**config.mk**
```make
export PLATFORM = sky130hd
export DESIGN_NAME = seg7_scan_mux
export DESIGN_NICKNAME = d
export VERILOG_FILES = /design/src/rtl/seg7_scan_mux.sv
export SDC_FILE = /design/constraint.sdc
export NUM_CORES = 1
export LEC_CHECK = 0
export CORE_ASPECT_RATIO = 1.25
export CORE_MARGIN = 2
export CORE_UTILIZATION = 49
export DETAILED_ROUTE_END_ITERATION = 8
export PLACE_DENSITY_LB_ADDON = 0.15
export SKIP_LAST_GASP = 1
export SYNTH_ARGS = -nofsm -noshare
export SYNTH_HDL_FRONTEND = slang
export SYNTH_SLANG_ARGS = --single-unit
```
**constraint.sdc**
```tcl
create_clock -name clk -period 5.54 [get_ports clk]
set_input_delay 0.554 -clock clk [delete_from_list [all_inputs] [get_ports clk]]
set_output_delay 0.554 -clock clk [all_outputs]
set_load 0.005 [all_outputs]
```
**src/rtl/seg7_scan_mux.sv**
```systemverilog
// Multiplexed 7-segment scanner: one digit slot at a time, with blanking gap,
// PWM brightness window, leading-zero suppression and frame-synchronous updates.
module seg7_scan_mux #(
  parameter int N_DIGITS     = 4,
  parameter int PRESCALE     = 10000,
  parameter int BLANK        = 16,
  parameter int COMMON_ANODE = 0
) (
  input  logic                  clk,
  input  logic                  rst_n,
  input  logic                  ena,
  input  logic [4*N_DIGITS-1:0] digits_in,
  input  logic [N_DIGITS-1:0]   dp_in,
  input  logic                  load,
  input  logic [2:0]            brightness,
  input  logic                  lz_blank,
  output logic [6:0]            seg_out,
  output logic                  dp_out,
  output logic [N_DIGITS-1:0]   dig_en,
  output logic                  frame_tick
);

  localparam int CW = $clog2(PRESCALE);
  localparam int IW = $clog2(N_DIGITS);
  localparam logic [CW-1:0] LAST_SLOT = CW'(PRESCALE - 1);
  localparam logic [IW-1:0] LAST_DIG  = IW'(N_DIGITS - 1);
  localparam logic [31:0]   BLANK_W   = 32'(BLANK);
  localparam logic [31:0]   UNIT_W    = 32'((PRESCALE - BLANK) >> 3);
  localparam bit            POL       = (COMMON_ANODE != 0);

  logic [CW-1:0]         slot_cnt;
  logic [IW-1:0]         dig_idx;
  logic [2:0]            b_hold;
  logic [2:0]            b_eff;
  logic [4*N_DIGITS-1:0] disp_digits;
  logic [4*N_DIGITS-1:0] pend_digits;
  logic [N_DIGITS-1:0]   disp_dp;
  logic [N_DIGITS-1:0]   pend_dp;
  logic                  pend_valid;

  logic                  slot_wrap;
  logic                  frame_end;
  logic [31:0]           cnt_w;
  logic [31:0]           win_len;
  logic                  in_win;
  logic                  zero_run;
  logic [N_DIGITS-1:0]   supp;
  logic [3:0]            nib;
  logic                  cur_dp;
  logic                  cur_supp;
  logic [N_DIGITS-1:0]   onehot;

  logic [6:0]            seg_d;
  logic                  dp_d;
  logic [N_DIGITS-1:0]   en_d;
  logic                  tick_d;
  logic [6:0]            seg_q;
  logic                  dp_q;
  logic [N_DIGITS-1:0]   en_q;
  logic                  tick_q;

  function automatic logic [6:0] hex7(input logic [3:0] h);
    logic [6:0] s;
    case (h)
      4'h0: s = 7'h3F;
      4'h1: s = 7'h06;
      4'h2: s = 7'h5B;
      4'h3: s = 7'h4F;
      4'h4: s = 7'h66;
      4'h5: s = 7'h6D;
      4'h6: s = 7'h7D;
      4'h7: s = 7'h07;
      4'h8: s = 7'h7F;
      4'h9: s = 7'h6F;
      4'hA: s = 7'h77;
      4'hB: s = 7'h7C;
      4'hC: s = 7'h39;
      4'hD: s = 7'h5E;
      4'hE: s = 7'h79;
      default: s = 7'h71;
    endcase
    return s;
  endfunction

  always_comb begin
    slot_wrap = ena && (slot_cnt == LAST_SLOT);
    frame_end = slot_wrap && (dig_idx == LAST_DIG);
    // brightness is live on the first slot cycle, then held for the rest of the slot
    b_eff     = (slot_cnt == '0) ? brightness : b_hold;
    cnt_w     = 32'(slot_cnt);
    win_len   = UNIT_W * (32'(b_eff) + 32'd1);
    in_win    = (cnt_w >= BLANK_W) && (cnt_w < BLANK_W + win_len);
  end

  // Walk from the most significant digit down; a digit is suppressible while
  // every nibble from the top down to it is zero. Digit 0 always shows.
  always_comb begin
    zero_run = 1'b1;
    supp     = '0;
    for (int unsigned j = 0; j < N_DIGITS; j++) begin
      if (disp_digits[4*(N_DIGITS-1-j) +: 4] != 4'h0) zero_run = 1'b0;
      supp[N_DIGITS-1-j] = zero_run && (j != N_DIGITS - 1);
    end
  end

  always_comb begin
    nib      = '0;
    cur_dp   = 1'b0;
    cur_supp = 1'b0;
    onehot   = '0;
    for (int unsigned i = 0; i < N_DIGITS; i++) begin
      if (dig_idx == IW'(i)) begin
        nib       = disp_digits[4*i +: 4];
        cur_dp    = disp_dp[i];
        cur_supp  = supp[i];
        onehot[i] = 1'b1;
      end
    end
  end

  always_comb begin
    seg_d  = '0;
    dp_d   = 1'b0;
    en_d   = '0;
    tick_d = 1'b0;
    if (ena) begin
      tick_d = (slot_cnt == '0) && (dig_idx == '0);
      if (in_win) begin
        en_d  = onehot;
        dp_d  = cur_dp;
        seg_d = (lz_blank && cur_supp) ? 7'h00 : hex7(nib);
      end
    end
  end

  always_ff @(posedge clk or negedge rst_n) begin
    if (!rst_n) begin
      slot_cnt <= '0;
      dig_idx  <= '0;
      b_hold   <= '0;
    end else begin
      if (slot_cnt == '0) b_hold <= brightness;
      if (ena) begin
        if (slot_wrap) begin
          slot_cnt <= '0;
          dig_idx  <= (dig_idx == LAST_DIG) ? '0 : dig_idx + 1'b1;
        end else begin
          slot_cnt <= slot_cnt + 1'b1;
        end
      end
    end
  end

  // A load on the frame edge itself bypasses pending so the newest data wins.
  always_ff @(posedge clk or negedge rst_n) begin
    if (!rst_n) begin
      disp_digits <= '0;
      disp_dp     <= '0;
      pend_digits <= '0;
      pend_dp     <= '0;
      pend_valid  <= 1'b0;
    end else if (frame_end) begin
      if (load) begin
        disp_digits <= digits_in;
        disp_dp     <= dp_in;
      end else if (pend_valid) begin
        disp_digits <= pend_digits;
        disp_dp     <= pend_dp;
      end
      pend_valid <= 1'b0;
    end else if (load) begin
      pend_digits <= digits_in;
      pend_dp     <= dp_in;
      pend_valid  <= 1'b1;
    end
  end

  always_ff @(posedge clk or negedge rst_n) begin
    if (!rst_n) begin
      seg_q  <= '0;
      dp_q   <= 1'b0;
      en_q   <= '0;
      tick_q <= 1'b0;
    end else begin
      seg_q  <= seg_d;
      dp_q   <= dp_d;
      en_q   <= en_d;
      tick_q <= tick_d;
    end
  end

  assign seg_out    = seg_q ^ {7{POL}};
  assign dp_out     = dp_q ^ POL;
  assign dig_en     = en_q ^ {N_DIGITS{POL}};
  assign frame_tick = tick_q;

endmodule

```
# Word level (Yosys, flattened, before mapping)
# Memory sizes are Yosys's and may differ from the RTL's.
# Cells that the tools add are included.
[classes] bitwise=1 n_reduce_logical=15 magnitude_cmp=2 eq_ne=4 n_mul=1 n_addsub=4 mux=35
[ops] op="$mux 16" count=2
[ops] op="$mux 4" count=8
[ops] op="$mux 7" count=3
[ops] op="$mux 1" count=19
[ops] op="$add 5x15->16 const A" count=1
[ops] op="$lt 14x16->1" count=1
[ops] op="$add 14x1->14 const B" count=1
[ops] op="$eq 14x14->1 const B" count=1
[ops] op="$ge 14x5->1 const B" count=1
[ops] op="$logic_not 14->1" count=1
[ops] op="$mux 14" count=1
[ops] op="$reduce_bool 4->1" count=3
[ops] op="$mul 6x4->10 const A" count=1
[ops] op="$reduce_and 2->1" count=3
[ops] op="$logic_and 1x1->1" count=5
[ops] op="$add 3x1->4 const B" count=1
[ops] op="$eq 2x2->1 const B" count=2
[ops] op="$reduce_bool 2->1" count=2
[ops] op="$mux 3" count=1
[ops] op="$add 2x1->2 const B" count=1
[ops] op="$eq 2x1->1 const B" count=1
[ops] op="$logic_not 2->1" count=1
[ops] op="$mux 2" count=1
[ops] op="$not 1->1" count=1
[totals] romBits=112 out_inout_bits=13 reg_bits=73 wordCells=75 mem_count=1
[memory_table] name="(name not given)" words=16 width=7 rd=1 rd_ports_with_merged_regs=0 write_ports=0 line="64" rtl="case (h)"

# Longest topological paths before layout
# Gate-level depths: netlist of run 1.
[logic_depth] word_depth=11 depth_mapped=22

# Worst setup path before layout of run 1
# No wires, ideal clock.
[synth_timing] kind="flip-flop to flip-flop" startpoint="register slot_cnt[0]" endpoint="register seg_q[4] (netlist: seg_out[4])" setup_ns=0.165 setup_slack_ns=0.241 t_arrival_ns=5.134 period_less_slack_ns=5.299 stages_incl_launch_ff=22 required_time_ns=5.375 path_cell_list="dfrtp_1 -> inv_1 -> ha_1 -> or3b_2 -> nor4_4 -> mux2_2 -> ha_1 -> xnor2_2 -> inv_1 -> fa_1 -> ha_1 -> ha_1 -> a21oi_1 -> nand2_1 -> a21oi_1 -> xor2_1 -> ha_1 -> o21ai_0 -> o21ai_0 -> a21oi_1 -> o31ai_1 -> a221oi_1"
[synth_via] elab_chain_len=9 elab_cells_between_ends=10
[synth_rtl] element="from (decl)" line="31" rtl="logic [CW-1:0] slot_cnt;"
[synth_rtl] element="from (signal assigned)" line="148" rtl="slot_cnt <= slot_cnt + 1'b1;"
[synth_rtl] element="$logic_not 14->1" line="89" rtl="b_eff = (slot_cnt == '0) ? brightness : b_hold;"
[synth_rtl] element="$mux 3"
[synth_rtl] element="named net b_eff[1]" line="34" rtl="logic [2:0] b_eff;"
[synth_rtl] element="$add 3x1->4" line="91" rtl="win_len = UNIT_W * (32'(b_eff) + 32'd1);"
[synth_rtl] element="$mul 6x4->10" line="91"
[synth_rtl] element="$add 5x15->16" line="92" rtl="in_win = (cnt_w >= BLANK_W) && (cnt_w < BLANK_W + win_len);"
[synth_rtl] element="$lt 14x16->1" line="92"
[synth_rtl] element="$logic_and 1x1->1" line="92"
[synth_rtl] element="$mux 7" line="128" rtl="if (in_win) begin"
[synth_rtl] element="$mux 7" line="126" rtl="if (ena) begin"
[synth_rtl] element="named net seg_d[4]" line="53" rtl="logic [6:0] seg_d;"
[synth_rtl] element="to (signal assigned)" line="185" rtl="seg_q <= seg_d;"
[synth_rtl] element="to (decl)" line="57" rtl="logic [6:0] seg_q;"
# The timed path passes the listed nets, and every way through them passes these cells.
# A chain may end at the register's enable or synchronous reset.

# Final worst setup path of run 1
[layout_timing] startpoint="register slot_cnt[0]" endpoint="register en_q[0] (netlist: dig_en[0])"
[layout_via] elab_chain_len=9 elab_cells_between_ends=10
[layout_rtl] element="$logic_not 14->1" line="89"
[layout_rtl] element="$mux 3"
[layout_rtl] element="named net b_eff[0]" line="34"
[layout_rtl] element="$add 3x1->4" line="91"
[layout_rtl] element="$mul 6x4->10" line="91"
[layout_rtl] element="$add 5x15->16" line="92"
[layout_rtl] element="$lt 14x16->1" line="92"
[layout_rtl] element="$logic_and 1x1->1" line="92"
[layout_rtl] element="$mux 4" line="128"
[layout_rtl] element="$mux 4" line="126"
[layout_rtl] element="named net en_d[0]" line="55" rtl="logic [N_DIGITS-1:0] en_d;"
[layout_rtl] element="to (signal assigned)" line="187" rtl="en_q <= en_d;"
[layout_rtl] element="to (decl)" line="59" rtl="logic [N_DIGITS-1:0] en_q;"
# The timed path passes the listed nets, and every way through them passes these cells.

==> results of run 1 <==
## synthesized netlist by cell type (3+ instances only)
cell,count,share of area [%]
and3_1,7,1.1
a221oi_1,3,0.65
nand2_1,43,4.0
nand4_1,7,1.1
xnor2_1,6,1.3
inv_1,15,1.4
clkbuf_1,11,1.0
nand3b_1,4,0.75
dfrtp_1,73,45
a21oi_1,11,1.4
o22a_1,3,0.65
nor3_1,8,0.99
nand3_1,4,0.50
nor3b_1,3,0.56
ha_1,33,10
mux2i_1,22,5.5
o211ai_1,6,1.1
mux2_2,21,5.9
nor2_1,15,1.4
o21ai_0,29,3.6
a211oi_1,4,0.75
xor2_1,9,2.0
## cell families after synthesis
family | Yosys count | synth area share (%)
multiplexers | 45 | 11.9
AND/OR/NAND/NOR | 106 | 13.9
buffers and inverters | 28 | 2.67
XOR/XNOR | 16 | 3.66
flip-flops | 73 | 45.3
AO/OA/AOI/OAI | 73 | 11.3
adder cells (fa/ha/maj) | 35 | 11.2
## through the flow
stage | std cells | power (W)
6_report | 521 | 0.00152
5_1_grt | 521 | 0.00163
4_1_cts | 521 | 0.00152
3_5_place_dp | 505 | 0.00113
3_3_place_gp | 505 | 0.00109
2_1_floorplan | 376 | 0.000972
## routing by layer
metal | vias to the layer above | global-route usage, % | share of wire, %
met5 | - | 0 | 0
met2 | 49 | 31.6 | 52
li1 | 1431 | - | -
met1 | 1412 | 23.8 | 44
met3 | 16 | 2.74 | 2.7
met4 | 0 | 8.73 | 1.9
## worst min path at each step
stage,depth (start not counted),startpoint,slack (ns),to
5_1_grt,1,pend_digits[9]$_DFFE_PN0P_,0.52,pend_digits[9]$_DFFE_PN0P_
4_1_cts,2,rst_n,0.47,dig_en[1]$_DFF_PN0_
2_1_floorplan,0,rst_n,0.26,b_hold[0]$_DFF_PN0_
3_3_place_gp,2,disp_dp[2]$_DFFE_PN0P_,0.46,disp_dp[2]$_DFFE_PN0P_
3_5_place_dp,2,disp_digits[0]$_DFFE_PN0P_,0.47,disp_digits[0]$_DFFE_PN0P_
6_report,2,rst_n,0.41,dig_en[1]$_DFF_PN0_
## final cells by class
| cell class | count | area, µm² |
|---|---|---|
| Clock buffer | 11 | 151 |
| Clock inverter | 5 | 30.0 |
| Fill cell | 701 | 3340 |
| Inverter | 15 | 56.3 |
| Multi-Input combinational cell | 275 | 2150 |
| Sequential cell | 73 | 1830 |
| Tap cell | 97 | 121 |
| Timing Repair Buffer | 45 | 433 |
## state kept, by name, summed over array words and instances, names as in the netlist
name,count
b_hold,3
pend_dp,4
disp_digits,16
pend_valid,1
seg_out,7
disp_dp,4
dp_out,1
dig_idx,2
frame_tick,1
pend_digits,16
dig_en,4
slot_cnt,14
## power by group through the flow
stage	Combinational, W	Sequential (W)	Clock [W]
6_report	0.000512	0.000626	0.000380
5_1_grt	0.000579	0.000635	0.000414
4_1_cts	0.000500	0.000626	0.000393
3_5_place_dp	0.000496	0.000637	0
3_3_place_gp	0.000457	0.000636	0
2_1_floorplan	0.000344	0.000628	0
## critical path, stage by stage, from the launching register on
cell     delay (ns)
dfrtp_1        0.41
inv_1          0.08
ha_1           0.13
or3b_2         0.48
nor4_4         0.31
mux2_2         0.42
ha_1           0.22
xnor2_2        0.17
inv_1          0.09
fa_1           0.47
ha_1           0.32
ha_1           0.30
nand4_1        0.12
nand2_1        0.07
a21oi_1        0.17
xor2_1         0.18
ha_1           0.25
and4_1         0.21
a21oi_2        0.23
nor3_2         0.12
nor3b_1        0.31
## what timing repair did
action | CTS | global route
pin swaps | 0 | 1
setup endpoints to repair | 7 | 12
hold buffers | 0 | 0
gates resized for setup | 1 | 9
==> flow_summary.toml, run 1 <==
[worst_setup_path]
rrSetupSlack_ns = 0.36
r2r-start = "slot_cnt[0]$_DFFE_PN0P_"
r2r_cells = 20
startpoint_type = "flip-flop"
crit_path_end = "dig_en[0]$_DFF_PN0_"
cp-startpoint = "slot_cnt[0]$_DFFE_PN0P_"
crit_type = "flip-flop to flip-flop"
rr_endpoint = "dig_en[0]$_DFF_PN0_"
cp.arrival_ns = 5.41
critPathMaxFanout = 5
required_ns = 5.77
cp-end-kind = "flip-flop"

[sta]
worst_pin_slew_ns = 1.09
fin_crit_sh_pct = 93.5
max_freq_ghz = 0.193
setup_slack_ns = 0.360
hold_viol = 0
setup_tns_ns = 0
slew_headroom_pct = 26.9
whs_ns = 0.407
fin_worst_skew_ns = 0.0110
grt_setup_unrepaired = "false"
setup_viol = 0
period_minus_slack_ns = 5.18
slew_violations = 0

[detailed_routing]
detail_route.drc_violations = 0
antenna_left = 0
wl_per_cell_um = 15.1
drt-initial-drc-count = 183
drtPass1Iterations = 4
drt-total-wl_um = 7860
vias = 2908
drt-vias-per-instance = 5.58

[clock_tree]
cts_sinks = 73
numCtsBuffers = 9
clk_pin_slew_ns = 0.08
cts_setup_buffers = 0
clockBufferDepth = 2
cts_root_buffer = "clkbuf_8"
clock_latency_ns = 0.34
htreeDepth = 3
cts_tree = "done"

[yosys]
synth_async_sr_flop_share_pct = 100
synth.yosys.seq_area_share_pct = 45.3
synth_edf_count = 0
syn_inst = 376
yosys.cell_types.count = 49
synth_warnings = 0
syn-num-nets = 439
syn_area_mm2 = 0.00403
ys_ff_latch = 73
avgSynthCellArea_um2 = 10.7
ys.flop_type = "dfrtp_1"

[power_and_ir_drop]
switchingPower_w = 0.000505
vdd_drop_max_v = 0.000288
switching_share_pct = 33.3
power.internal_w = 0.00101
seqPwrFrac_pct = 41.2
p_per_area_mw_per_mm2 = 318
power_leakage_nw = 2.19
power_frac_clock_pct = 25.0
comb_power_share_pct = 33.7

[cells_and_area]
fin_util_pct = 58.8
final_cell_mix = "dfrtp_1, nand2_1, clkdlybuf4s50_1, ha_1, o21ai_0"
drive_gt1_share_pct = 14.2
design_area_mm2 = 0.00477
final_common_cell = "dfrtp_1"
syn_to_final_growth_pct = 18.3
nets = 482
n_antenna_cell = 0

[placed_design]
place_ws_ns = -0.0589
placed_area_mm2 = 0.00454
dp_hpwl_um = 5790
place.gp.congestion = 0.826
io_buffers = 40

[die]
core_area_mm2 = 0.00810
rows = 37
dieHeight_um = 105
io_pins = 41
fp.dieW_um = 85.1
start_util_pct = 49.7
die_area_mm2 = 0.00897

[grt]
grt_overflow_total = 0
grt_pass1_wl_um = 13500
grt_pass1_vias = 2942
grt_max_degree = 74
track_usage_pct = 18.8
antenna_found_initial = 0

[run_status]
status = "complete, no violations"

[flow_run]
drv_cap = 0

[min_path]
hp-class = "input port to asynchronous set/reset pin"
No activity file was read; power rests on OpenSTA's default activity.
==> inputs of run 2 (changes only) <==
--- a/config.mk
+++ b/config.mk
@@ -7,10 +7,11 @@
 export LEC_CHECK = 0
 export CORE_ASPECT_RATIO = 1.25
 export CORE_MARGIN = 2
-export CORE_UTILIZATION = 49
+export CORE_UTILIZATION = 52
 export DETAILED_ROUTE_END_ITERATION = 8
 export PLACE_DENSITY_LB_ADDON = 0.15
 export SKIP_LAST_GASP = 1
+export SLEW_MARGIN = 15
 export SYNTH_ARGS = -nofsm -noshare
 export SYNTH_HDL_FRONTEND = slang
 export SYNTH_SLANG_ARGS = --single-unit
==> constraint.sdc (replaced) <==
create_clock -name clk -period 5.54 [get_ports clk]
set_input_delay 0.554 -clock clk [delete_from_list [all_inputs] [get_ports clk]]
set_output_delay 0.554 -clock clk [all_outputs]
set_load 0.01 [all_outputs]
==> run 2 against run 1 <==
Against the previous run:
- register-to-register slack got worse by 0.02 ns
- first-iteration DRC count fell by 8.2%
- critical path depth unchanged
- setup slack worse by 0.018 ns
- final cell count is 0.96% lower
- count of clock-buffer cells in the layout increased by 1
- largest cell class unchanged
==> flow_summary.toml, run 2 (synthesis gave the netlist of run 1 again) <==
[sta]
worst_pin_slew_ns = 1.10
max_freq_ghz = 0.192
whs_ns = 0.417
slew_violations = 0
setup_tns_ns = 0
fin_crit_sh_pct = 93.8
hold_viol = 0
slew_headroom_pct = 26.2
setup_viol = 0
fin_worst_skew_ns = 0.0137
period_minus_slack_ns = 5.20
grt_setup_unrepaired = "false"

[power_and_ir_drop]
seqPwrFrac_pct = 39.7
power.internal_w = 0.00107
switchingPower_w = 0.000514
switching_share_pct = 32.4
vdd_drop_max_v = 0.000255
power_leakage_nw = 2.21
power_frac_clock_pct = 27.6
comb_power_share_pct = 32.7
p_per_area_mw_per_mm2 = 331

[grt]
antenna_found_initial = 0
grt_pass1_vias = 2857
grt_overflow_total = 0
grt_max_degree = 74
track_usage_pct = 20.6
grt_pass1_wl_um = 13200

[clock_tree]
cts_sinks = 73
htreeDepth = 3
numCtsBuffers = 9
clockBufferDepth = 2
clock_latency_ns = 0.34
clk_pin_slew_ns = 0.07
cts_setup_buffers = 0
cts_tree = "done"
cts_root_buffer = "clkbuf_8"

[die]
rows = 35
dieHeight_um = 102
die_area_mm2 = 0.00847
fp.dieW_um = 82.7
start_util_pct = 54.1
core_area_mm2 = 0.00744
io_pins = 41

[detailed_routing]
drt-vias-per-instance = 5.57
antenna_left = 0
detail_route.drc_violations = 0
drt-initial-drc-count = 168
drtPass1Iterations = 4
wl_per_cell_um = 15.4
vias = 2875
drt-total-wl_um = 7940

[run_status]
status = "complete, no violations"

[cells_and_area]
design_area_mm2 = 0.00480
seq_area_mm2 = 0.00183
multiInputGateArea_mm2 = 0.00215
n_fill_cell = 631
drive_gt1_share_pct = 14.2
fin_cells = 516
final_cell_mix = "dfrtp_1, nand2_1, clkdlybuf4s50_1, ha_1, o21ai_0"
syn_to_final_growth_pct = 19.0
n_antenna_cell = 0
nets = 482
final_common_cell = "dfrtp_1"
top_regs = "disp_digits: 16 flops, pend_digits: 16 flops, slot_cnt: 14 flops"
fin_util_pct = 64.4

[worst_setup_path]
cp-startpoint = "slot_cnt[1]$_DFFE_PN0P_"
r2r_cells = 20
critPathMaxFanout = 7
cp-end-kind = "flip-flop"
cp.arrival_ns = 5.44
startpoint_type = "flip-flop"
crit_type = "flip-flop to flip-flop"
required_ns = 5.78
r2r-start = "slot_cnt[1]$_DFFE_PN0P_"

[placed_design]
dp_cells = 500
io_buffers = 40
placed_area_mm2 = 0.00453
place.gp.congestion = 0.812
dp_hpwl_um = 5780

[flow_run]
drv_cap = 0

[min_path]
hp-class = "input port to asynchronous set/reset pin"
[run 2: changes by cell type in the layout (fill, tap and decap cells not counted), sizes merged]
cell	previous run	this run
bufinv	0	1
clkbuf	11	12
clkinv	3	2
clkinvlp	2	0
inv	15	16
[run 2: worst paths after layout]
kind,endpoint,slack [ns]
worst min register to register,disp_dp[2]$_DFFE_PN0P_,0.48
worst min-delay path,seg_out[2]$_DFF_PN0_,0.42
worst max-delay path,seg_out[2]$_DFF_PN0_,0.34
worst max register to register,seg_out[2]$_DFF_PN0_,0.34
max in group asynchronous,disp_digits[5]$_DFFE_PN0P_,4.51
min in group clk,disp_dp[2]$_DFFE_PN0P_,0.48
[run 2: repair_timing]
item / CTS / global route
pin swaps: 0 / 1
gates resized for setup: 1 / 10
hold buffers: 0 / 0
gates cloned: 0 / 0
endpoints found under the setup margin: 7 / 12
[run 2: power by group through the flow]
stage,Clock [W],Combinational (W),Sequential [W]
final,0.000438,0.000519,0.000629
after CTS,0.000448,0.000499,0.000629
after global placement,0,0.000462,0.000636
after floorplan,0,0.000344,0.000632
after global routing,0.000471,0.000583,0.000637
after detailed placement,0,0.000494,0.000639
[run 2: layout make-up]
cell class                      instances  area share [%]
Timing Repair Buffer                   45            9.03
Clock buffer                           12            3.44
Multi-Input combinational cell        275            44.8
Inverter                               15            1.17
Clock inverter                          4            1.02
Sequential cell                        73            38.1
Tap cell                               92            2.40
[run 2: metrics by stage]
stage	power, W	setup slack, ns
floorplan	0.000976	0.241
global placement	0.00110	0.174
detailed placement	0.00113	-0.00755
CTS	0.00158	0.204
global route	0.00169	0.00658
finish	0.00159	0.342
[run 2: per-layer routing]
metal	vias up	routed length [µm]	global-route usage [%]	share of wire (%)
met5	-	0	0	0
met4	0	146	7.57	1.8
met3	15	169	4.33	2.1
met2	38	4160	35.2	52
met1	1389	3460	25.4	44
li1	1433	-	-	-
[run 2: worst max-delay path: stages, from the launching register on]
cell      delay [ns]
dfrtp_1         0.41
inv_1           0.08
ha_1            0.13
or3b_2          0.49
nor4_4          0.34
mux2_2          0.41
ha_1            0.22
xnor2_2         0.17
inv_1           0.09
fa_1            0.46
ha_1            0.30
ha_1            0.29
nand4_1         0.12
nand2_1         0.07
a21oi_1         0.17
xor2_1          0.18
ha_1            0.26
and4_1          0.22
a21oi_2         0.26
o31ai_4         0.15
a311oi_1        0.27
==> inputs of run 3 (changes only) <==
--- a/config.mk
+++ b/config.mk
@@ -9,9 +9,11 @@
 export CORE_MARGIN = 2
 export CORE_UTILIZATION = 52
 export DETAILED_ROUTE_END_ITERATION = 8
+export MAX_ROUTING_LAYER = met4
 export PLACE_DENSITY_LB_ADDON = 0.15
 export SKIP_LAST_GASP = 1
 export SLEW_MARGIN = 15
 export SYNTH_ARGS = -nofsm -noshare
 export SYNTH_HDL_FRONTEND = slang
 export SYNTH_SLANG_ARGS = --single-unit
+export TNS_END_PERCENT = 10
==> run 3 against run 2 <==
Against the previous run:
- final cell count unchanged
- critical path type unchanged
- die area unchanged
- design area unchanged
- hold slack improved by 0.0024 ns
- maximum frequency fell by 0.21%
- sequential share of layout area unchanged
- critical path depth unchanged
- highest routed layer unchanged
- setup slack worse by 0.011 ns
==> flow_summary.toml, run 3 (synthesis gave the netlist of run 1 again) <==
[run_status]
status = "complete, no violations"

[placed_design]
place.gp.congestion = 0.823
dp_hpwl_um = 5780
io_buffers = 40
placed_area_mm2 = 0.00453

[sta]
setup_tns_ns = 0
grt_setup_unrepaired = "true"
hold_viol = 0
setup_viol = 0
whs_ns = 0.419
fin_worst_skew_ns = 0.0138
fin_crit_sh_pct = 94.0
slew_headroom_pct = 26.5
period_minus_slack_ns = 5.21
slew_violations = 0
max_freq_ghz = 0.192
worst_pin_slew_ns = 1.10

[worst_setup_path]
slowest_stage = "or3b_2"
cp.arrival_ns = 5.45
cp_common_cell = "ha_1"
critPathMaxFanout = 7
rrSetupSlack_ns = 0.33
path_cells = "inv_1, ha_1, or3b_2, nor4_4, mux2_2, ha_1, xnor2_2, inv_1, fa_1, ha_1, ha_1, nand4_1, nand2_1, a21oi_1, xor2_1, ha_1, and4_1, a21oi_2, o31ai_4, a311oi_1"
crit_type = "flip-flop to flip-flop"
path_buf_inv = 2
cp-end-kind = "flip-flop"
cp_num_cells = 20
r2r_cells = 20
startpoint_type = "flip-flop"
required_ns = 5.78
cp_top_family = "adder cells"
slowest_delay_ns = 0.49

[clock_tree]
cts_tree = "done"
numCtsBuffers = 9
cts_root_buffer = "clkbuf_8"
holdBufCountCts = 0
clk_pin_slew_ns = 0.08
clockBufferDepth = 2
clock_latency_ns = 0.34
htreeDepth = 3
cts_sinks = 73
cts_setup_buffers = 0

[die]
dieHeight_um = 102
core_area_mm2 = 0.00744
io_pins = 41
rows = 35
start_util_pct = 54.1
die_area_mm2 = 0.00847
fp.dieW_um = 82.7

[cells_and_area]
syn_to_final_growth_pct = 19.0
design_area_mm2 = 0.00480
top_regs = "disp_digits: 16 flops, pend_digits: 16 flops, slot_cnt: 14 flops"
fin_util_pct = 64.4
nets = 482
n_fill_cell = 631
final_common_cell = "dfrtp_1"
drive_gt1_share_pct = 14.2
final_cell_mix = "dfrtp_1, nand2_1, clkdlybuf4s50_1, ha_1, o21ai_0"
n_antenna_cell = 0

[power_and_ir_drop]
total_power_w = 0.00159
vdd_drop_max_v = 0.000256
power_leakage_nw = 2.21
p_per_area_mw_per_mm2 = 331

[detailed_routing]
wl_per_cell_um = 15.5
drt-initial-drc-count = 162
drt-total-wl_um = 7980
drtPass1Iterations = 4
antenna_left = 0
vias = 2867
drt-vias-per-instance = 5.56
detail_route.drc_violations = 0

[grt]
grt_pass1_vias = 2853
grt_overflow_total = 0
antenna_found_initial = 0
grt_max_degree = 74
track_usage_pct = 21.1
grt_pass1_wl_um = 13200

[flow_run]
drv_cap = 0

[min_path]
hp-class = "input port to asynchronous set/reset pin"
[run 3: area by class of cell]
cell class                      count  area, µm²  area share, %
Sequential cell                    73       1830           38.1
Multi-Input combinational cell    275       2150           44.8
Tap cell                           92        115           2.40
Clock buffer                       12        165           3.44
Clock inverter                      4       48.8           1.02
Timing Repair Buffer               45        433           9.03
Inverter                           15       56.3           1.17
[run 3: path summary, 6_finish.rpt]
path                                         start                         end
setup reg to reg           slot_cnt[1]$_DFFE_PN0P_        seg_out[2]$_DFF_PN0_
setup / recovery           slot_cnt[1]$_DFFE_PN0P_        seg_out[2]$_DFF_PN0_
max in group asynchronous                    rst_n  disp_digits[5]$_DFFE_PN0P_
hold / removal                               rst_n        seg_out[2]$_DFF_PN0_
min in group clk            disp_dp[2]$_DFFE_PN0P_      disp_dp[2]$_DFFE_PN0P_
hold reg to reg             disp_dp[2]$_DFFE_PN0P_      disp_dp[2]$_DFFE_PN0P_
[run 3: report_power, final]
part	internal [W]	switching [W]	total [W]
Clock	0.000245	0.000194	0.000439
Combinational	0.000241	0.000277	0.000518
Sequential	0.000585	0.0000435	0.000629
[run 3: per-layer routing]
| layer | vias up | part of all wire (%) | GRT usage, % |
|---|---|---|---|
| li1 | 1433 | - | - |
| met1 | 1375 | 43 | 25.2 |
| met2 | 43 | 52 | 35.3 |
| met3 | 16 | 2.4 | 3.53 |
| met4 | 0 | 1.9 | 8.32 |
| met5 | - | 0 | - |
[run 3: worst register-to-register path, cell delays in order (launching register included)]
cell      delay, ns
dfrtp_1        0.41
inv_1          0.09
ha_1           0.13
or3b_2         0.49
nor4_4         0.34
mux2_2         0.41
ha_1           0.22
xnor2_2        0.17
inv_1          0.09
fa_1           0.46
ha_1           0.30
ha_1           0.29
nand4_1        0.12
nand2_1        0.07
a21oi_1        0.17
xor2_1         0.18
ha_1           0.26
and4_1         0.22
a21oi_2        0.27
o31ai_4        0.15
a311oi_1       0.28
[run 3: repair_timing]
item | in CTS | in global routing
pin swaps | 0 | 1
endpoints found under the setup margin | 7 | 12
gates resized for setup | 1 | 9
[run 3: stage by stage]
stage          setup slack [ns]  cells
6_report                  0.331    516
5_1_grt                 -0.0305    516
4_1_cts                   0.204    516
3_5_place_dp           -0.00755    500
3_3_place_gp              0.174    500
2_1_floorplan             0.241    376
